**src/rtl/bram_bitrev_ctrl.sv**
```systemverilog
// Loads a 64-word frame into a dual-port RAM in natural order through port A.
// It then streams the frame out of port B in bit-reversed address order, with valid/ready flow control.
module bram_bitrev_ctrl #(
    parameter int WIDTH = 32
) (
    input  logic             clk_i,
    input  logic             rst_ni,
    input  logic             in_valid_i,
    output logic             in_ready_o,
    input  logic [WIDTH-1:0] in_data_i,
    output logic             out_valid_o,
    input  logic             out_ready_i,
    output logic [WIDTH-1:0] out_data_o,
    output logic             out_last_o,
    output logic             frame_done_o,
    output logic             en_o,
    output logic             we_a_o,
    output logic [5:0]       addr_a_o,
    output logic [WIDTH-1:0] di_a_o,
    output logic             we_b_o,
    output logic [5:0]       addr_b_o,
    output logic [WIDTH-1:0] di_b_o,
    input  logic [WIDTH-1:0] do_b_i
);

    typedef enum logic {
        ST_LOAD   = 1'b0,
        ST_UNLOAD = 1'b1
    } state_t;

    state_t     state_q;
    logic [6:0] wr_cnt_q;
    logic [6:0] rd_cnt_q;
    logic [5:0] out_cnt_q;
    logic       out_valid_q;
    logic       frame_done_q;

    logic       wr_hs_s;
    logic       rd_issue_s;
    logic       out_hs_s;
    logic       last_hs_s;

    function automatic logic [5:0] bitrev6(input logic [5:0] a);
        logic [5:0] r;
        for (int i = 0; i < 6; i++) begin
            r[i] = a[5-i];
        end
        return r;
    endfunction

    // Handshake and read-issue qualifiers; a read is issued only when the output slot is free or draining.
    always_comb begin
        wr_hs_s    = (state_q == ST_LOAD) && rst_ni && in_valid_i;
        rd_issue_s = (state_q == ST_UNLOAD) && !rd_cnt_q[6] && (!out_valid_q || out_ready_i);
        out_hs_s   = out_valid_q && out_ready_i;
        last_hs_s  = out_hs_s && (out_cnt_q == 6'd63);
    end

    // RAM port and stream output drive; DO_B holds while En is low, so it doubles as the output buffer.
    always_comb begin
        in_ready_o   = (state_q == ST_LOAD) && rst_ni;
        en_o         = wr_hs_s || rd_issue_s;
        we_a_o       = wr_hs_s;
        addr_a_o     = wr_cnt_q[5:0];
        di_a_o       = in_data_i;
        we_b_o       = 1'b0;
        addr_b_o     = bitrev6(rd_cnt_q[5:0]);
        di_b_o       = {WIDTH{1'b0}};
        out_data_o   = do_b_i;
        out_valid_o  = out_valid_q;
        out_last_o   = out_valid_q && (out_cnt_q == 6'd63);
        frame_done_o = frame_done_q;
    end

    // Frame FSM with write, read-issue and output counters.
    always_ff @(posedge clk_i or negedge rst_ni) begin
        if (!rst_ni) begin
            state_q      <= ST_LOAD;
            wr_cnt_q     <= 7'd0;
            rd_cnt_q     <= 7'd0;
            out_cnt_q    <= 6'd0;
            out_valid_q  <= 1'b0;
            frame_done_q <= 1'b0;
        end else begin
            frame_done_q <= last_hs_s;
            case (state_q)
                ST_LOAD: begin
                    if (wr_hs_s) begin
                        if (wr_cnt_q == 7'd63) begin
                            wr_cnt_q <= 7'd0;
                            state_q  <= ST_UNLOAD;
                        end else begin
                            wr_cnt_q <= wr_cnt_q + 7'd1;
                        end
                    end
                end
                ST_UNLOAD: begin
                    if (rd_issue_s) begin
                        rd_cnt_q    <= rd_cnt_q + 7'd1;
                        out_valid_q <= 1'b1;
                    end else if (out_hs_s) begin
                        out_valid_q <= 1'b0;
                    end
                    if (last_hs_s) begin
                        out_cnt_q <= 6'd0;
                        rd_cnt_q  <= 7'd0;
                        state_q   <= ST_LOAD;
                    end else if (out_hs_s) begin
                        out_cnt_q <= out_cnt_q + 6'd1;
                    end
                end
                default: begin
                    state_q <= ST_LOAD;
                end
            endcase
        end
    end

endmodule

```
**config.mk**
```make
export PLATFORM = sky130hd
export DESIGN_NAME = bram_bitrev_ctrl
export DESIGN_NICKNAME = d
export VERILOG_FILES = /design/src/rtl/bram_bitrev_ctrl.sv
export SDC_FILE = /design/constraint.sdc
export NUM_CORES = 1
export LEC_CHECK = 0
export BUFFER_PORTS_ARGS = -buffer_cell sky130_fd_sc_hd__buf_4
export CORE_ASPECT_RATIO = 2
export CORE_UTILIZATION = 30
export CTS_BUF_LIST = sky130_fd_sc_hd__clkbuf_8
export CTS_CLUSTER_SIZE = 30
export DETAILED_ROUTE_END_ITERATION = 6
export PLACE_DENSITY = 0.66
export REMOVE_ABC_BUFFERS = 1
export SYNTH_ARGS = -nofsm -noshare
export SYNTH_HDL_FRONTEND = slang
export SYNTH_SLANG_ARGS = --single-unit
export TNS_END_PERCENT = 30
```
**constraint.sdc**
```tcl
create_clock -name clk_i -period 2 [get_ports clk_i]
set_input_delay 0.3 -clock clk_i [delete_from_list [all_inputs] [get_ports clk_i]]
set_output_delay 0.3 -clock clk_i [all_outputs]
set_load 0.1 [all_outputs]
```
* Word-level counts from Yosys, hierarchy flattened *
Index checks and enable logic that the tools add are counted.
W data, S select, Z words.

word-level totals
  register bits = 23
  latch bits = 0
  word-level logic and storage cells = 41
  bits in writable memories = 0
  bits in read-only memories = 0
  memories = 0

cells by class
  shifts and indexed selects = 0
  bitwise operators = 1
  multipliers = 0
  eq/ne operators = 2
  $lt $le $gt $ge = 0
  add/sub/neg operators = 3
  divide/modulo/power cells = 0
  reductions and logical operators = 18
  muxes and demuxes = 11

operators with widths
  cell                   count
  $mux W7                3
  $add A7 B1 Y7 const B  2
  $mux W6                2
  $reduce_and A2 Y1      4
  $eq A7 B6 Y1 const B   1
  $logic_and A1 B1 Y1    7
  $add A6 B1 Y6 const B  1
  $eq A6 B6 Y1 const B   1
  $reduce_bool A2 Y1     3
  $mux W1                5
  $logic_not A1 Y1       2
  $logic_or A1 B1 Y1     2
  $pmux W1 S2            1
  $not A1 Y1             1

* Longest topological paths before layout *
  depth after elaboration = 5
  mapped depth = 7
  depth with buffers taken out = 7

* Worst setup path after synthesis *
Ideal clock, no wire load.

  path type = register to register
  start = register out_valid_q (netlist: out_valid_o)
  end = register rd_cnt_q[3]
  setup slack = -0.734 ns
  clock period less this slack = 2.734 ns
  stages on the path, launching flop included = 5
  setup time = 0.126 ns
  required time = 1.874 ns
  data arrival time = 2.608 ns
  cells stage by stage = dfrtp_1 -> nand3_2 -> nor2_2 -> nor2_1 -> a221o_1

between the ends
  word-level cells in the longest chain between the ends = 5
  elaborated cells between the ends (all ways) = 8
  those cells by class = mux (1); reduce/logical (7)

RTL lines
  item                          RTL line  RTL
  from (decl)                   35        logic out_valid_q;
  from (signal assigned)        82        out_valid_q <= 1'b0;
  from (signal assigned)        100       out_valid_q <= 1'b1;
  from (signal assigned)        102       out_valid_q <= 1'b0;
  $logic_not A1 Y1              54        rd_issue_s = (state_q == ST_UNLOAD) && !rd_cnt_q[6] && (!out_valid_q || out_ready_i);
  $logic_or A1 B1 Y1            54
  $logic_and A1 B1 Y1           54
  $reduce_bool A2 Y1 (no line)  n/a
  $reduce_and A2 Y1 (no line)   n/a
  to (signal assigned)          99        rd_cnt_q <= rd_cnt_q + 7'd1;
  to (decl)                     33        logic [6:0] rd_cnt_q;

Several ways; a longest one is shown, not always the timed one.
A chain may end at the register's enable or synchronous reset.

* Worst setup path after layout *
  start = register out_cnt_q[0]
  end = output port out_last_o

between the ends
  word-level cells in the longest chain between the ends = 2

RTL lines
  item                    RTL line  RTL
  from (decl)             34        logic [5:0] out_cnt_q;
  from (signal assigned)  109       out_cnt_q <= out_cnt_q + 6'd1;
  $eq A6 B6 Y1            71        out_last_o = out_valid_q && (out_cnt_q == 6'd63);
  $logic_and A1 B1 Y1     71
  to (decl)               14        output logic out_last_o,

No other way between the ends.

==> flow_summary_export.csv <==
group,metric,value,unit
layout,nNetsFinal,242,
layout,layout_common_cells,"33 x conb_1, 23 x dfrtp_1, 22 x buf_4",
global_routing,grt_pass1_wl,10100,um
drt,vias,1158,
status,status,"completed",
layout,seqCellArea,576,sq um
clocking,postCtsSetupBuffers,0,
sta,finalHoldViolCount,0,
sta,tns,0,ns
power_and_ir_drop,sw_frac_of_total,54.3,%
layout,final_cell_area,0.00157,sq mm
yosys,syn_area,0.00196,sq mm
layout,syn_to_final_growth,-19.9,%
global_routing,antenna_found_initial,0,
worst_setup_path,cp-start-kind,"register",
floorplan,core,0.00631,sq mm
drt,post_drt_wl_per_cell,32.1,um
layout,n_antenna_cell,0,
drt,drt-total-wl,8230,um
layout,final_common_cell,"conb_1",
global_routing,track_usage,24.4,%
sta,finClkSkew,0.00581,ns
floorplan,dieArea,0.00687,sq mm
placed_design,dp_slack,0.430,ns
sta,finalCritPeriodShare,92.9,%
sta,slew_viol_final,0,
placed_design,portBuffers,21,
global_routing,grt_pass1_vias,1029,
power_and_ir_drop,p_comb_share,47.8,%
floorplan,die_w,59.1,um
clocking,numCtsBuffers,3,
sta,max_freq,538,MHz
clocking,worst_skew_pair.late_latency,0.26,ns
yosys,synth_ff_type,"dfrtp_1",
job,max-cap-violations,0,
yosys,synthDistinctLibCells,38,
worst_setup_path,cp-end-kind,"output pin",
yosys,ys_seq_elements,23,
floorplan,start_util,31.0,%
yosys,synth_cells,223,
floorplan,die_h,116,um
sta,post-route-min-period,1.86,ns
power_and_ir_drop,power_leakage,0.784,nW
drt,ant_nets,0,
worst_setup_path,worstPathMaxFanout,5,
worst_setup_path,crit_type,"reg2out",
placed_design,place_hpwl,7560,um
power_and_ir_drop,p_seq_share,35.1,%
power_and_ir_drop,p_int,744,uW
placed_design,gp_congestion,0.823,
layout,drive_gt1_share,20.6,%
floorplan,rows,41,
power_and_ir_drop,ir_drop,709,uV
worst_setup_path,cp.arrival,1.56,ns
clocking,htreeDepth,1,
yosys,yosys_warnings,0,
sta,worst_slack,0.143,ns
yosys,avgSynthCellArea,8.77,sq um
clocking,cts_resized,0,
yosys,seq_area_frac_synth,29.4,%
drt,vias_per_cell,4.52,
power_and_ir_drop,clkPwrFrac,17.0,%
sta,rsz0062_at_grt,"no",
clocking,cts_tree,"yes",
clocking,clk_pin_slew_worst_paths,0.08,ns
layout,fillCellCount,684,
clocking,hold_buffers,0,
drt,dr.pass1.iters,4,
floorplan,pin_count,183,
power_and_ir_drop,powerDensity,1040,mW/mm^2
hold_path,hold_path_class,"in2async",
placed_design,placed_cell_area,0.00152,sq mm
clocking,root_buffer,"clkbuf_8",
layout,multiInputGateArea,664,sq um
drt,drc,0,
yosys,async_flop_share,100,%
power_and_ir_drop,p_sw,883,uW
clocking,cts.sinks,23,
global_routing,grt_overflow,0,
worst_setup_path,required,1.70,ns
drt,drt-initial-drc-count,26,
sta,setup_violations,0,
clocking,cts_buffer_depth,2,
yosys,synth_edf_count,0,
global_routing,grt_max_degree,24,
## metal layers
metal / GRT usage [%] / wire, um
met5: 0 / 0
met4: 21.4 / 785
met3: 19.0 / 1750
met2: 48.9 / 4700
met1: 8.75 / 988
## stage by stage
stage / power [mW] / hold WS [ns] / std cells / util (%)
after floorplan: 1.23 / 0.00441 / 144 / -
after global placement: 1.35 / 0.320 / 252 / 24.1
after detailed placement: 1.36 / 0.319 / 252 / 24.1
after CTS: 1.64 / 0.0345 / 256 / 24.8
after global routing: 1.67 / 0.0436 / 256 / 24.8
final: 1.63 / 0.0174 / 256 / 24.8
## worst max-delay path: stages, from the launching register on
cell     delay [ns]
dfrtp_1        0.39
ha_1           0.21
nand3_1        0.15
nor2_2         0.22
buf_4          0.33
## cell type report
| type | instances | area share (%) |
|---|---|---|
| Inverter | 2 | 0.559 |
| Tap cell | 86 | 6.87 |
| Sequential cell | 23 | 36.7 |
| Clock buffer | 3 | 2.64 |
| Multi-Input combinational cell | 119 | 42.4 |
| Clock inverter | 1 | 0.240 |
| Timing Repair Buffer | 22 | 10.5 |
## cells in the mapped netlist, types with 2 or more instances
library cell,n,share of area (%)
a21o_1,2,0.77
nor2_1,4,0.77
xor2_1,3,1.3
and2_1,2,0.64
o211ai_1,2,0.77
ha_1,3,1.9
nand3_1,8,2.0
nand2b_1,2,0.64
and3_1,5,1.6
nand2_1,19,3.6
xnor2_1,4,1.8
buf_4,109,42
nand4_1,4,1.3
a22o_1,3,1.3
dfrtp_1,23,29
nand2_2,2,0.64
o21ai_0,7,1.8
## power by group through the flow
stage	registers, mW	clock network, mW	logic [mW]
floorplan	0.881	0	0.353
global placement	0.576	0	0.775
detailed placement	0.578	0	0.778
CTS	0.569	0.288	0.779
global route	0.577	0.297	0.799
finish	0.571	0.277	0.778
## kinds of logic (layout without fill, tap and decap cells)
family	Yosys count	after routing	synth area share, %
AOI/OAI and AO/OA	21	21	7.61
DFF	23	23	29.4
and+or+nand+nor	54	54	14.4
adders and majority gates	3	3	1.92
xor gates and xnor gates	7	7	3.14
other	1	33	0.192
muxes	1	1	0.576
buffers and inverters	113	28	42.7
## registers in the layout, summed over array words and instances (netlist names)
register and count:
rd_cnt_q 7, out_cnt_q 6, wr_cnt_q 7, frame_done_o 1, state_q 1, out_valid_o 1
## final timing paths
| path | startpoint | end | slack, ns | depth (start not counted) |
|---|---|---|---|---|
| setup / recovery | out_cnt_q[0] | out_last_o | 0.14 | 4 |
| hold / removal | rst_ni | rd_cnt_q[0] | 0.02 | 2 |
| setup reg to reg | out_cnt_q[0] | rd_cnt_q[3] | 0.43 | 5 |
| hold reg to reg | out_cnt_q[1] | out_cnt_q[1] | 0.51 | 2 |
| max in group asynchronous | rst_ni | wr_cnt_q[2] | 1.74 | 2 |
| min in group clk_i | out_ready_i | frame_done_o | 0.31 | 3 |
Power figures use the tool's default switching activity.
